<file path="src/rtl/weight_loader_if.sv">
// Weight-loader bus: the framed weight stream in, and the registered RAM write port out.
// The slave modport is the loader's view; master is the host/RAM side.
interface weight_loader_if #(
   parameter int DIN_WIDTH = 16,
   parameter int ADDR_W    = 8
);
   logic [DIN_WIDTH-1:0] din;
   logic                 din_valid;
   logic                 din_last;
   logic                 din_ready;
   logic                 bram_we;
   logic [ADDR_W-1:0]    bram_addr;
   logic [DIN_WIDTH-1:0] bram_din;

   modport slave (
      input  din, din_valid, din_last,
      output din_ready, bram_we, bram_addr, bram_din
   );

   modport master (
      output din, din_valid, din_last,
      input  din_ready, bram_we, bram_addr, bram_din
   );
endinterface

</file>
<file path="src/rtl/weight_loader.sv">
// Write-side controller for the neuron weight RAM: fills addresses 0..ADDR-1 from a
// framed stream and flags frames that end early or run long.
module weight_loader #(
   parameter  int ADDR      = 256,
   parameter  int DIN_WIDTH = 16,
   localparam int ADDR_W    = $clog2(ADDR)
) (
   input  logic                clk,
   input  logic                rst,
   input  logic                start,
   weight_loader_if.slave      bus,
   output logic                busy,
   output logic                load_done,
   output logic                err_short,
   output logic                err_overflow,
   output logic [ADDR_W:0]     word_count
);

   typedef enum logic [1:0] {S_IDLE, S_LOAD, S_DRAIN} state_e;

   localparam logic [ADDR_W:0] LAST_IDX = (ADDR_W + 1)'(ADDR - 1);

   state_e               state_q, state_d;
   logic                 we_q, we_d;
   logic [ADDR_W-1:0]    addr_q, addr_d;
   logic [DIN_WIDTH-1:0] data_q, data_d;
   logic [ADDR_W:0]      cnt_q, cnt_d;
   logic                 done_q, done_d;
   logic                 short_q, short_d;
   logic                 ovf_q, ovf_d;
   logic                 accept;

   // Ready depends only on state, so the host never sees a valid->ready loop.
   assign accept = bus.din_valid && (state_q != S_IDLE);

   always_comb begin
      // NOTE: every signal gets a default before the case so no path leaves it
      // unassigned, which would otherwise infer a latch.
      state_d = state_q;
      we_d    = 1'b0;
      addr_d  = addr_q;
      data_d  = data_q;
      cnt_d   = cnt_q;
      done_d  = 1'b0;
      short_d = short_q;
      ovf_d   = ovf_q;

      unique case (state_q)
         S_IDLE: begin
            if (start) begin
               state_d = S_LOAD;
               cnt_d   = '0;
               short_d = 1'b0;
               ovf_d   = 1'b0;
            end
         end
         S_LOAD: begin
            if (accept) begin
               we_d   = 1'b1;
               addr_d = cnt_q[ADDR_W-1:0];
               data_d = bus.din;
               cnt_d  = cnt_q + 1'b1;
               if (cnt_q == LAST_IDX) begin
                  if (bus.din_last) begin
                     state_d = S_IDLE;
                     done_d  = 1'b1;
                  end else begin
                     ovf_d   = 1'b1;
                     state_d = S_DRAIN;
                  end
               end else if (bus.din_last) begin
                  short_d = 1'b1;
                  state_d = S_IDLE;
               end
            end
         end
         // Excess beats are swallowed until the frame's last marker resynchronises us.
         S_DRAIN: begin
            if (accept && bus.din_last) state_d = S_IDLE;
         end
         default: state_d = S_IDLE;
      endcase
   end

   // NOTE: sequential state uses non-blocking assignments so every flop samples
   // the pre-edge values, independent of statement order.
   always_ff @(posedge clk) begin
      if (rst) begin
         state_q <= S_IDLE;
         we_q    <= 1'b0;
         addr_q  <= '0;
         data_q  <= '0;
         cnt_q   <= '0;
         done_q  <= 1'b0;
         short_q <= 1'b0;
         ovf_q   <= 1'b0;
      end else begin
         state_q <= state_d;
         we_q    <= we_d;
         addr_q  <= addr_d;
         data_q  <= data_d;
         cnt_q   <= cnt_d;
         done_q  <= done_d;
         short_q <= short_d;
         ovf_q   <= ovf_d;
      end
   end

   assign bus.din_ready = (state_q != S_IDLE);
   assign bus.bram_we   = we_q;
   assign bus.bram_addr = addr_q;
   assign bus.bram_din  = data_q;
   assign busy          = (state_q != S_IDLE);
   assign load_done     = done_q;
   assign err_short     = short_q;
   assign err_overflow  = ovf_q;
   assign word_count    = cnt_q;

endmodule

</file>
<file path="src/flat_wrapper.sv">
// flat-port wrapper written by rule: the top's interface ports become plain ports
module weight_loader_flat 
#(
   parameter  int ADDR      = 256,
   parameter  int DIN_WIDTH = 16,
   localparam int ADDR_W    = $clog2(ADDR)
)
  (clk, rst, start, busy, load_done, err_short, err_overflow, word_count, bus_din, bus_din_valid, bus_din_last, bus_din_ready, bus_bram_we, bus_bram_addr, bus_bram_din);
  weight_loader_if #(.DIN_WIDTH(DIN_WIDTH), .ADDR_W((8))) bus_i ();
  input  logic clk;
  input  logic rst;
  input  logic start;
  output logic busy;
  output logic load_done;
  output logic err_short;
  output logic err_overflow;
  output logic [ADDR_W:0] word_count;
  input wire logic [$bits(bus_i.din)-1:0] bus_din;
  input wire logic [$bits(bus_i.din_valid)-1:0] bus_din_valid;
  input wire logic [$bits(bus_i.din_last)-1:0] bus_din_last;
  output wire logic [$bits(bus_i.din_ready)-1:0] bus_din_ready;
  output wire logic [$bits(bus_i.bram_we)-1:0] bus_bram_we;
  output wire logic [$bits(bus_i.bram_addr)-1:0] bus_bram_addr;
  output wire logic [$bits(bus_i.bram_din)-1:0] bus_bram_din;
  assign bus_i.din = bus_din;
  assign bus_i.din_valid = bus_din_valid;
  assign bus_i.din_last = bus_din_last;
  assign bus_din_ready = bus_i.din_ready;
  assign bus_bram_we = bus_i.bram_we;
  assign bus_bram_addr = bus_i.bram_addr;
  assign bus_bram_din = bus_i.bram_din;
  weight_loader #(.ADDR(ADDR), .DIN_WIDTH(DIN_WIDTH)) u_core (.clk(clk), .rst(rst), .start(start), .bus(bus_i), .busy(busy), .load_done(load_done), .err_short(err_short), .err_overflow(err_overflow), .word_count(word_count));
endmodule
</file>
<file path="config.mk">
export PLATFORM = sky130hd
export DESIGN_NAME = weight_loader_flat
export DESIGN_NICKNAME = d
export VERILOG_FILES = /design/src/rtl/weight_loader_if.sv /design/src/rtl/weight_loader.sv /design/src/flat_wrapper.sv
export SDC_FILE = /design/constraint.sdc
export NUM_CORES = 1
export LEC_CHECK = 0
export CORE_ASPECT_RATIO = 0.6
export CORE_UTILIZATION = 45
export CTS_BUF_LIST = sky130_fd_sc_hd__clkbuf_2
export DETAILED_ROUTE_END_ITERATION = 8
export GPL_TIMING_DRIVEN = 0
export HOLD_SLACK_MARGIN = 0.15
export PLACE_DENSITY = 0.78
export SYNTH_ARGS = -nofsm -noshare
export SYNTH_HDL_FRONTEND = slang
export SYNTH_SLANG_ARGS = --single-unit
</file>
<file path="constraint.sdc">
create_clock -name clk -period 1.69 [get_ports clk]
set_input_delay 0.338 -clock clk [delete_from_list [all_inputs] [get_ports clk]]
set_output_delay 0.338 -clock clk [all_outputs]
set_load 0.005 [all_outputs]
</file>
==> results of run 1 <==
logic make-up (layout without fill, tap and decap cells):
logic type / Yosys count / after routing / share of synthesized area (%)
AO/OA/AOI/OAI: 48 / 48 / 18.2
multiplexers: 1 / 1 / 0.879
flip-flops: 39 / 39 / 49.9
adder cells (fa/ha/maj): 2 / 2 / 1.60
buffers and inverters: 17 / 87 / 5.60
AND/OR/NAND/NOR: 79 / 79 / 23.8
final timing paths:
| path | start | end | depth (start not counted) |
|---|---|---|---|
| worst max-delay path | u_core.word_count[0]$_SDFFE_PP0P_ | word_count[0] | 1 |
| worst min-delay path | rst | u_core.bus.bram_we$_SDFF_PP0_ | 2 |
| worst max register to register | u_core.word_count[0]$_SDFFE_PP0P_ | u_core.err_short$_SDFFE_PP0P_ | 7 |
| worst min register to register | u_core.bus.bram_addr[4]$_SDFFE_PP0P_ | u_core.bus.bram_addr[4]$_SDFFE_PP0P_ | 2 |
per-stage QoR:
stage,setup TNS [ns],cell area (um^2),setup WS [ns]
3_3_place_gp,-2.75,2200,-0.185
2_1_floorplan,0,1570,0.240
5_1_grt,-0.00579,2320,-0.00426
4_1_cts,0,2290,0.0258
3_5_place_dp,-2.65,2200,-0.181
6_report,0,2320,0.0623
per-layer routing:
metal	vias to the layer above	part of all wire (%)	GRT usage, %
li1	779	-	-
met1	684	49	30.8
met2	67	41	28.8
met3	5	9.9	8.57
met4	0	0.46	5.56
met5	-	0	0
where the power goes:
part	leakage, nW	switching (mW)	internal, mW
registers	0.322	0.0133	0.937
clock network	0.0281	0.284	0.0998
logic	0.463	0.0993	0.120
placed cells by master (no fill, tap or decap), types with 2 or more instances in the layout:
cell type         n
clkbuf_2          7
dfxtp_4           5
o21ai_0           4
dfxtp_2           4
o211ai_1          3
buf_6             2
buf_4             9
nor3_1            2
clkbuf_1          6
clkdlybuf4s50_1  56
ha_2              2
a21oi_1          28
a31oi_1           2
a31o_2            3
buf_2             2
dfxtp_1          30
nand3b_1          2
clkinv_1          2
a311oi_1          2
nand3_1           4
nor2_1            4
or4_1             3
o21a_1            2
nand2_1          52
nand2b_1          3
area by class of cell:
class | instances | area, um^2
inverters | 2 | 7.51
clock buffers | 6 | 30.0
flip-flops and latches | 39 | 805
plain buffers | 15 | 90.1
clock inverters | 2 | 7.51
multi-input cells | 130 | 721
fillers | 297 | 960
well taps | 45 | 56.3
repair buffers | 62 | 607
timing repair:
item / CTS / global route
resized for setup: 17 / 10
hold buffers: 0 / 0
pin swaps: 1 / 0
cloned: 0 / 0
endpoints found under the setup margin: 10 / 7
buffers inserted: 3 / 1
state kept, by name, summed over array words and instances (netlist names):
register / cells
u_core.bus.bram_addr: 8
u_core.bus.bram_din: 16
u_core.bus.bram_we: 1
u_core.err_overflow: 1
u_core.err_short: 1
u_core.load_done: 1
u_core.state_q: 2
u_core.word_count: 9
==> reports/summary.txt, run 1 <==
share of layout cells above drive strength 1 - 15.6%
routed wire length - 3.89 mm
TritonRoute pass-1 iters - 4
WP buf/inv - 1
worst setup path category - reg2out
Async SR Flop Fraction - 0%
Vias - 1,535
critical path launch point type - flop
Die Wd - 78.1 um
GRT overflow - 0
Core Region - 3280 um^2
HP Class - in2reg
Mapped Area - 1570 um^2
Worst Path Arrival - 1.29 ns
top-area cell type share of the netlist area - 49.9%
all-layer global routing usage - 21.2%
max-cap viol count - 0
initial antenna violation count - 0
Setup violations, final - 0
maximum vdd drop - 0.459 mV
CP peak stage delay - 0.50 ns
Die Height - 47.7 um
Top Family by Delay on Critical Path - buffers and inverters
Max FO, Critical Path - 6
Final min period - 1.63 ns
final hold vios - 0
Final Non-Filler Cells - 301
Max Buffers Root-to-Sink - 2
first-pass GRT wire length - 5.81 mm
worst clock skew - 0.0123 ns
Post-synth EDFFs - 0
io pins - 60
Syn Inst Count - 186
Final HPWL DP - 2.73 mm
critical path's slowest cell - clkdlybuf4s50_1
synth cell count leaders - nand2_1, dfxtp_1, a21oi_1
final core occ - 70.8%
clock latency on the worst-skew pair - 0.37 ns
Pleak - 0.813 nW
drt via density - 5.10
drt drc - 0
Worst-Margin Slew - 0.585 ns
Syn Area/Cell - 8.42 um^2
count of different cell masters after synthesis - 33
hold slack - 0.372 ns
data required time of the worst path - 1.35 ns
CTS Sinks - 39
most common cell in the netlist - nand2_1
Root Driver - clkbuf_2
syn nets - 209
n_diodes - 0
DIE AREA - 3730 um^2
CP endpoint kind - output pin
vias in the first global route - 1,191
Yosys reg bits - 39
total CTS buffers - 5
Tcrit/Tclk final - 96.3%
Final Wtd Congestion - 0.791
slew margin rel. - 61.0%
CTS tree - built
Post-synth top flop - dfxtp_1
fmax - 0.614 GHz
clock-pin slew on the worst setup and hold paths - 0.18 ns
status - finished, final reports clean
DRT antenna net count - 0
Pwr Total - 1.55 mW
routed len/inst - 12.9 um
max-slew violations - 0
Syn. warnings - 0
Layout area overhead - 48.4%
DP Cell Count - 289
register-to-register setup slack - 0.10 ns
largest net degree at the start of global routing - 12
initial DRC count - 82
row count - 16
IO buf count - 58
area leader, netlist - dfxtp_1
synth top area cells - dfxtp_1, nand2_1, a21oi_1
H-Tree Level Count - 2
register area share after synthesis - 49.9%
initial core utilization - 47.7%
CP cell instances - clkdlybuf4s50_1
Pwr Density - 668 nW/um^2
NumNets Final - 278
Note: power is estimated with default switching activity, not from simulation.
==> inputs of run 2 (changes only) <==
--- a/config.mk
+++ b/config.mk
@@ -5,13 +5,15 @@
 export SDC_FILE = /design/constraint.sdc
 export NUM_CORES = 1
 export LEC_CHECK = 0
+export CAP_MARGIN = 20
 export CORE_ASPECT_RATIO = 0.6
-export CORE_UTILIZATION = 45
+export CORE_UTILIZATION = 59
 export CTS_BUF_LIST = sky130_fd_sc_hd__clkbuf_2
 export DETAILED_ROUTE_END_ITERATION = 8
+export DONT_BUFFER_PORTS = 1
 export GPL_TIMING_DRIVEN = 0
 export HOLD_SLACK_MARGIN = 0.15
-export PLACE_DENSITY = 0.78
+export PLACE_DENSITY = 0.71
 export SYNTH_ARGS = -nofsm -noshare
 export SYNTH_HDL_FRONTEND = slang
 export SYNTH_SLANG_ARGS = --single-unit
==> constraint.sdc (replaced) <==
create_clock -name clk -period 1.69 [get_ports clk]
set_input_delay 0.338 -clock clk [delete_from_list [all_inputs] [get_ports clk]]
set_output_delay 0.338 -clock clk [all_outputs]
set_load 0.02 [all_outputs]
==> run 2 against run 1 <==
Against the previous run: sequential share of layout area is 7.4 points higher; register-to-register slack barely moved; clock-buffer cell count unchanged; global-route usage grew 6.9 points; first-iteration DRC count is 54% higher; power grew 8.5%; wire length is 1.1% lower; setup slack improved by 0.031 ns; hold slack worse by 0.19 ns; critical path depth rose by 3; highest routed layer unchanged.
==> reports/summary.txt, run 2 (synthesis gave the netlist of run 1 again) <==
status - finished, final reports clean
vias in the first global route - 1,250
initial DRC count - 126
RSZ-0062 raised after global routing - no
Setup crit start - u_core.state_q[1]$_SDFFE_PP0P_
TritonRoute pass-1 iters - 4
Setup violations, final - 0
NumNets Final - 235
clock-pin slew on the worst setup and hold paths - 0.19 ns
maximum vdd drop - 0.540 mV
CTS Sinks - 39
IO buf count - 0
final core occ - 76.0%
Pleak - 0.669 nW
Vias - 1,454
CP endpoint kind - output pin
DIE AREA - 2870 um^2
Pwr Total - 1.68 mW
max-slew violations - 0
clock latency on the worst-skew pair - 0.38 ns
critical path launch point type - flop
io pins - 60
all-layer global routing usage - 28.1%
Final Wtd Congestion - 0.834
Die Height - 41.9 um
Root Driver - clkbuf_2
max reg flops - 16
initial core utilization - 62.5%
Final min period - 1.60 ns
share of layout cells above drive strength 1 - 16.5%
CP cell instances - buf_6 -> nor2_4 -> inv_2 -> buf_4
initial antenna violation count - 0
Die Wd - 68.5 um
Max FO, Critical Path - 10
Worst-Margin Slew - 0.491 ns
Tcrit/Tclk final - 94.5%
routed wire length - 3.84 mm
Worst Path Arrival - 1.26 ns
data required time of the worst path - 1.35 ns
CP peak stage delay - 0.38 ns
fmax - 0.626 GHz
Pwr Density - 885 nW/um^2
max-cap viol count - 0
min-delay src - start
Final HPWL DP - 2.48 mm
HP Class - in2reg
final hold vios - 0
Core Region - 2500 um^2
most frequent cells in the layout - nand2_1, dfxtp_1, a21oi_1
drt drc - 0
slew margin rel. - 67.3%
CTS tree - built
n_diodes - 0
largest net degree at the start of global routing - 12
worst clock skew - 0.0181 ns
row count - 14
first-pass GRT wire length - 5.82 mm
worst setup path category - reg2out
reg-to-reg startpoint - u_core.word_count[0]$_SDFFE_PP0P_
total CTS buffers - 5
drt via density - 5.96
Max Buffers Root-to-Sink - 2
GRT overflow - 0
H-Tree Level Count - 2
Layout area overhead - 21.6%
most common cell after layout, fill and taps aside - nand2_1
routed len/inst - 15.7 um
DRT antenna net count - 0
critical path's slowest cell - dfxtp_2
==> run 2: changes by cell type in the layout (fill, tap and decap cells not counted), moves of 2 or more <==
cell / delta
buf_4: -2
dfxtp_4: -2
dlygate4sd3_1: +18
clkdlybuf4s50_1: -56
clkinv_1: -2
dfxtp_2: +2
==> run 2: final timing paths <==
check,end,slack (ns),depth (start not counted)
worst min register to register,u_core.bus.bram_addr[5]$_SDFFE_PP0P_,0.56,2
worst max-delay path,busy,0.09,4
worst min-delay path,u_core.state_q[0]$_SDFFE_PP0P_,0.18,2
worst max register to register,u_core.err_short$_SDFFE_PP0P_,0.10,7
==> run 2: final cells by class <==
class                      instances  area, um^2
clock inverter                     1        30.0
fill                             177         602
tap                               32        40.0
multi-input combinational        130         719
sequential                        39         800
buffer                            15        88.8
clock buffer                       6        30.0
timing repair buffer              19         188
inverter                           2        7.51
==> run 2: timing repair <==
item | CTS | global route
hold endpoints to repair | 19 | 0
pin swaps | 0 | 2
gates resized for setup | 13 | 10
hold buffers | 18 | 0
cloned | 0 | 0
setup buffers | 0 | 1
endpoints found under the setup margin | 6 | 6
==> run 2: per-stage QoR <==
stage	area [um^2]	setup WS [ns]	std cells	setup TNS [ns]	hold slack (ns)
after floorplan	1570	0.123	186	0	0.474
after global placement	1610	-0.0808	218	-0.125	0.476
after detailed placement	1610	-0.159	218	-0.287	0.484
after CTS	1870	0.0206	243	0	0.162
after global routing	1900	0.00509	244	0	0.205
final	1900	0.0930	244	0	0.181
==> run 2: report_power, final <==
group | internal [mW] | total (mW) | switching (mW) | leakage [nW]
Combinational | 0.0677 | 0.156 | 0.0883 | 0.309
Clock | 0.250 | 0.547 | 0.297 | 0.0391
Sequential | 0.940 | 0.982 | 0.0418 | 0.321
==> run 2: worst max-delay path: cells and delay by family (launching register included) <==
family | cells | cell delay, ns
and+or+nand+nor | 1 | 0.11
buffers and inverters | 3 | 0.38
DFF | 1 | 0.38
==> run 2: routing by layer <==
metal	track usage [%]	part of all wire (%)	vias to the layer above
met1	39.4	45	672
met2	41.6	44	86
li1	-	-	691
met4	6.25	0.65	0
met5	0	0	-
met3	9.34	11	5
==> inputs of run 3 (changes only) <==
--- a/config.mk
+++ b/config.mk
@@ -6,7 +6,7 @@
 export NUM_CORES = 1
 export LEC_CHECK = 0
 export CAP_MARGIN = 20
-export CORE_ASPECT_RATIO = 0.6
+export CORE_ASPECT_RATIO = 0.9
 export CORE_UTILIZATION = 59
 export CTS_BUF_LIST = sky130_fd_sc_hd__clkbuf_2
 export DETAILED_ROUTE_END_ITERATION = 8
==> run 3 against run 2 <==
Against the previous run: first-iteration DRC count down 75%; core utilization down 0.21 points; combinational power down 5%; cell area down 0.92%; wire length down 5.3%; register-to-register slack about the same; critical path depth down 1; critical path type unchanged; largest power group unchanged; highest routed layer unchanged.
==> reports/summary.txt, run 3 (synthesis gave the netlist of run 1 again) <==
status - finished, final reports clean
total CTS buffers - 5
max-slew violations - 0
final worst slack - 0.0614 ns
initial antenna violation count - 0
vias in the first global route - 1,361
initial DRC count - 32
data required time of the worst path - 1.35 ns
Max FO, Critical Path - 11
DRT antenna net count - 0
H-Tree Level Count - 2
TritonRoute pass-1 iters - 4
routed len/inst - 15.1 um
largest net degree at the start of global routing - 13
Layout area overhead - 20.5%
io pins - 60
Setup violations, final - 0
Tcrit/Tclk final - 96.4%
IO buf count - 0
Max Buffers Root-to-Sink - 2
slew margin rel. - 63.9%
Pleak - 0.660 nW
max-cap viol count - 0
Final Wtd Congestion - 0.842
CP peak stage delay - 0.54 ns
sequential share of power - 64.6%
Worst-Margin Slew - 0.541 ns
most common cell after layout, fill and taps aside - nand2_1
GRT overflow - 0
drt drc - 0
Net Switching - 0.428 mW
NumNets Final - 235
R2R Path End - u_core.err_short$_SDFFE_PP0P_
Setup crit start - u_core.state_q[0]$_SDFFE_PP0P_
DIE AREA - 2860 um^2
max reg flops - 16
critical path's slowest cell - dfxtp_2
CTS Sinks - 39
Pwr Density - 811 nW/um^2
Pwr Total - 1.53 mW
Pint - 1.10 mW
Die Height - 50.9 um
fmax - 0.614 GHz
switching share of power - 28.0%
CP cell instances - nor2_4 -> inv_2 -> buf_4
critical path launch point type - flop
CTS tree - built
Core Region - 2490 um^2
Final min period - 1.63 ns
first-pass GRT wire length - 6.00 mm
routed wire length - 3.64 mm
n_diodes - 0
CP endpoint kind - output pin
capture point of the worst path - busy
Worst Path Arrival - 1.29 ns
clock-pin slew on the worst setup and hold paths - 0.19 ns
worst-case reg-to-reg path depth - 7
final hold vios - 0
reg-to-reg startpoint - u_core.word_count[3]$_SDFFE_PP0P_
Root Driver - clkbuf_2
maximum vdd drop - 0.751 mV
most frequent cells in the layout - nand2_1, dfxtp_1, a21oi_1
worst clock skew - 0.00827 ns
initial core utilization - 62.9%
Final HPWL DP - 2.30 mm
all-layer global routing usage - 27.8%
Die Wd - 56.3 um
HP Class - in2reg
worst setup path category - reg2out
clock power share - 25.8%
share of layout cells above drive strength 1 - 17.4%
register-to-register setup slack - 0.09 ns
Logic pwr share - 9.7%
row count - 17
drt via density - 5.94
Vias - 1,432
Post-Place Worst Slack - -0.105 ns
clock latency on the worst-skew pair - 0.40 ns
==> run 3: cell types whose count changed in the layout (fill, tap and decap cells not counted) <==
cell / previous run / this run
buf_4: 7 / 6
buf_6: 1 / 0
bufinv_16: 1 / 0
clkbuf_2: 6 / 5
clkbuf_4: 0 / 1
clkinv_2: 0 / 3
dlygate4sd3_1: 18 / 19
nor2_1: 4 / 3
nor2_2: 0 / 1
nor4b_1: 2 / 1
nor4b_2: 0 / 1
==> run 3: critical path, delay by kind of cell, from the launching register on <==
family / cells / cell delay, ns
buf+inv: 2 / 0.26
simple gates: 1 / 0.08
flops: 1 / 0.54
==> run 3: how the worst min path moves through the flow <==
stage	startpoint	end	slack, ns	cells after the start
final	bus_din_valid	u_core.word_count[6]$_SDFFE_PP0P_	0.22	3
after CTS	bus_din_valid	u_core.word_count[7]$_SDFFE_PP0P_	0.20	3
after detailed placement	bus_din[1]	u_core.bus.bram_din[1]$_SDFFE_PP0P_	0.48	2
after floorplan	bus_din[15]	u_core.bus.bram_din[15]$_SDFFE_PP0P_	0.47	2
after global routing	bus_din_valid	u_core.word_count[6]$_SDFFE_PP0P_	0.21	3
after global placement	bus_din[8]	u_core.bus.bram_din[8]$_SDFFE_PP0P_	0.48	2
==> run 3: repair_timing <==
action                                 4_1_cts  5_1_grt
setup buffers                                1        0
setup endpoints to repair                    6        5
pin swaps                                    0        2
resized for setup                            8       15
endpoints found under the hold margin       20        0
hold buffers                                19        0
==> run 3: layout make-up <==
type                            instances  area, um^2
Clock inverter                          3        15.0
Fill cell                             198         603
Multi-Input combinational cell        130         728
Clock buffer                            5        25.0
Inverter                                2        7.51
Buffer                                 14        77.6
Timing Repair Buffer                   20         198
Tap cell                               28        35.0
Sequential cell                        39         800
==> run 3: power groups by stage <==
stage               Sequential, mW  Combinational [mW]  Clock (mW)
CTS                          0.983               0.152       0.403
global placement              1.00               0.111           0
global route                 0.991               0.163       0.443
finish                       0.988               0.148       0.395
detailed placement            1.00               0.114           0
floorplan                    0.999              0.0913           0
==> run 3: through the flow <==
step | TNS [ns] | util [%] | cell area, um^2 | hold WS [ns] | instances
floorplan | 0 | - | 1570 | 0.474 | 186
global placement | -0.230 | 64.3 | 1600 | 0.476 | 214
detailed placement | -0.205 | 64.3 | 1600 | 0.481 | 214
CTS | 0 | 74.4 | 1850 | 0.204 | 242
global route | -0.00263 | 75.8 | 1890 | 0.208 | 241
finish | 0 | 75.8 | 1890 | 0.219 | 241
==> run 3: per-layer routing <==
metal	vias up	global-route usage [%]	wire, um
li1	695	-	-
met1	670	30.8	1480
met2	59	49.0	1870
met3	8	7.09	221
met4	0	15.9	68
met5	-	0	0
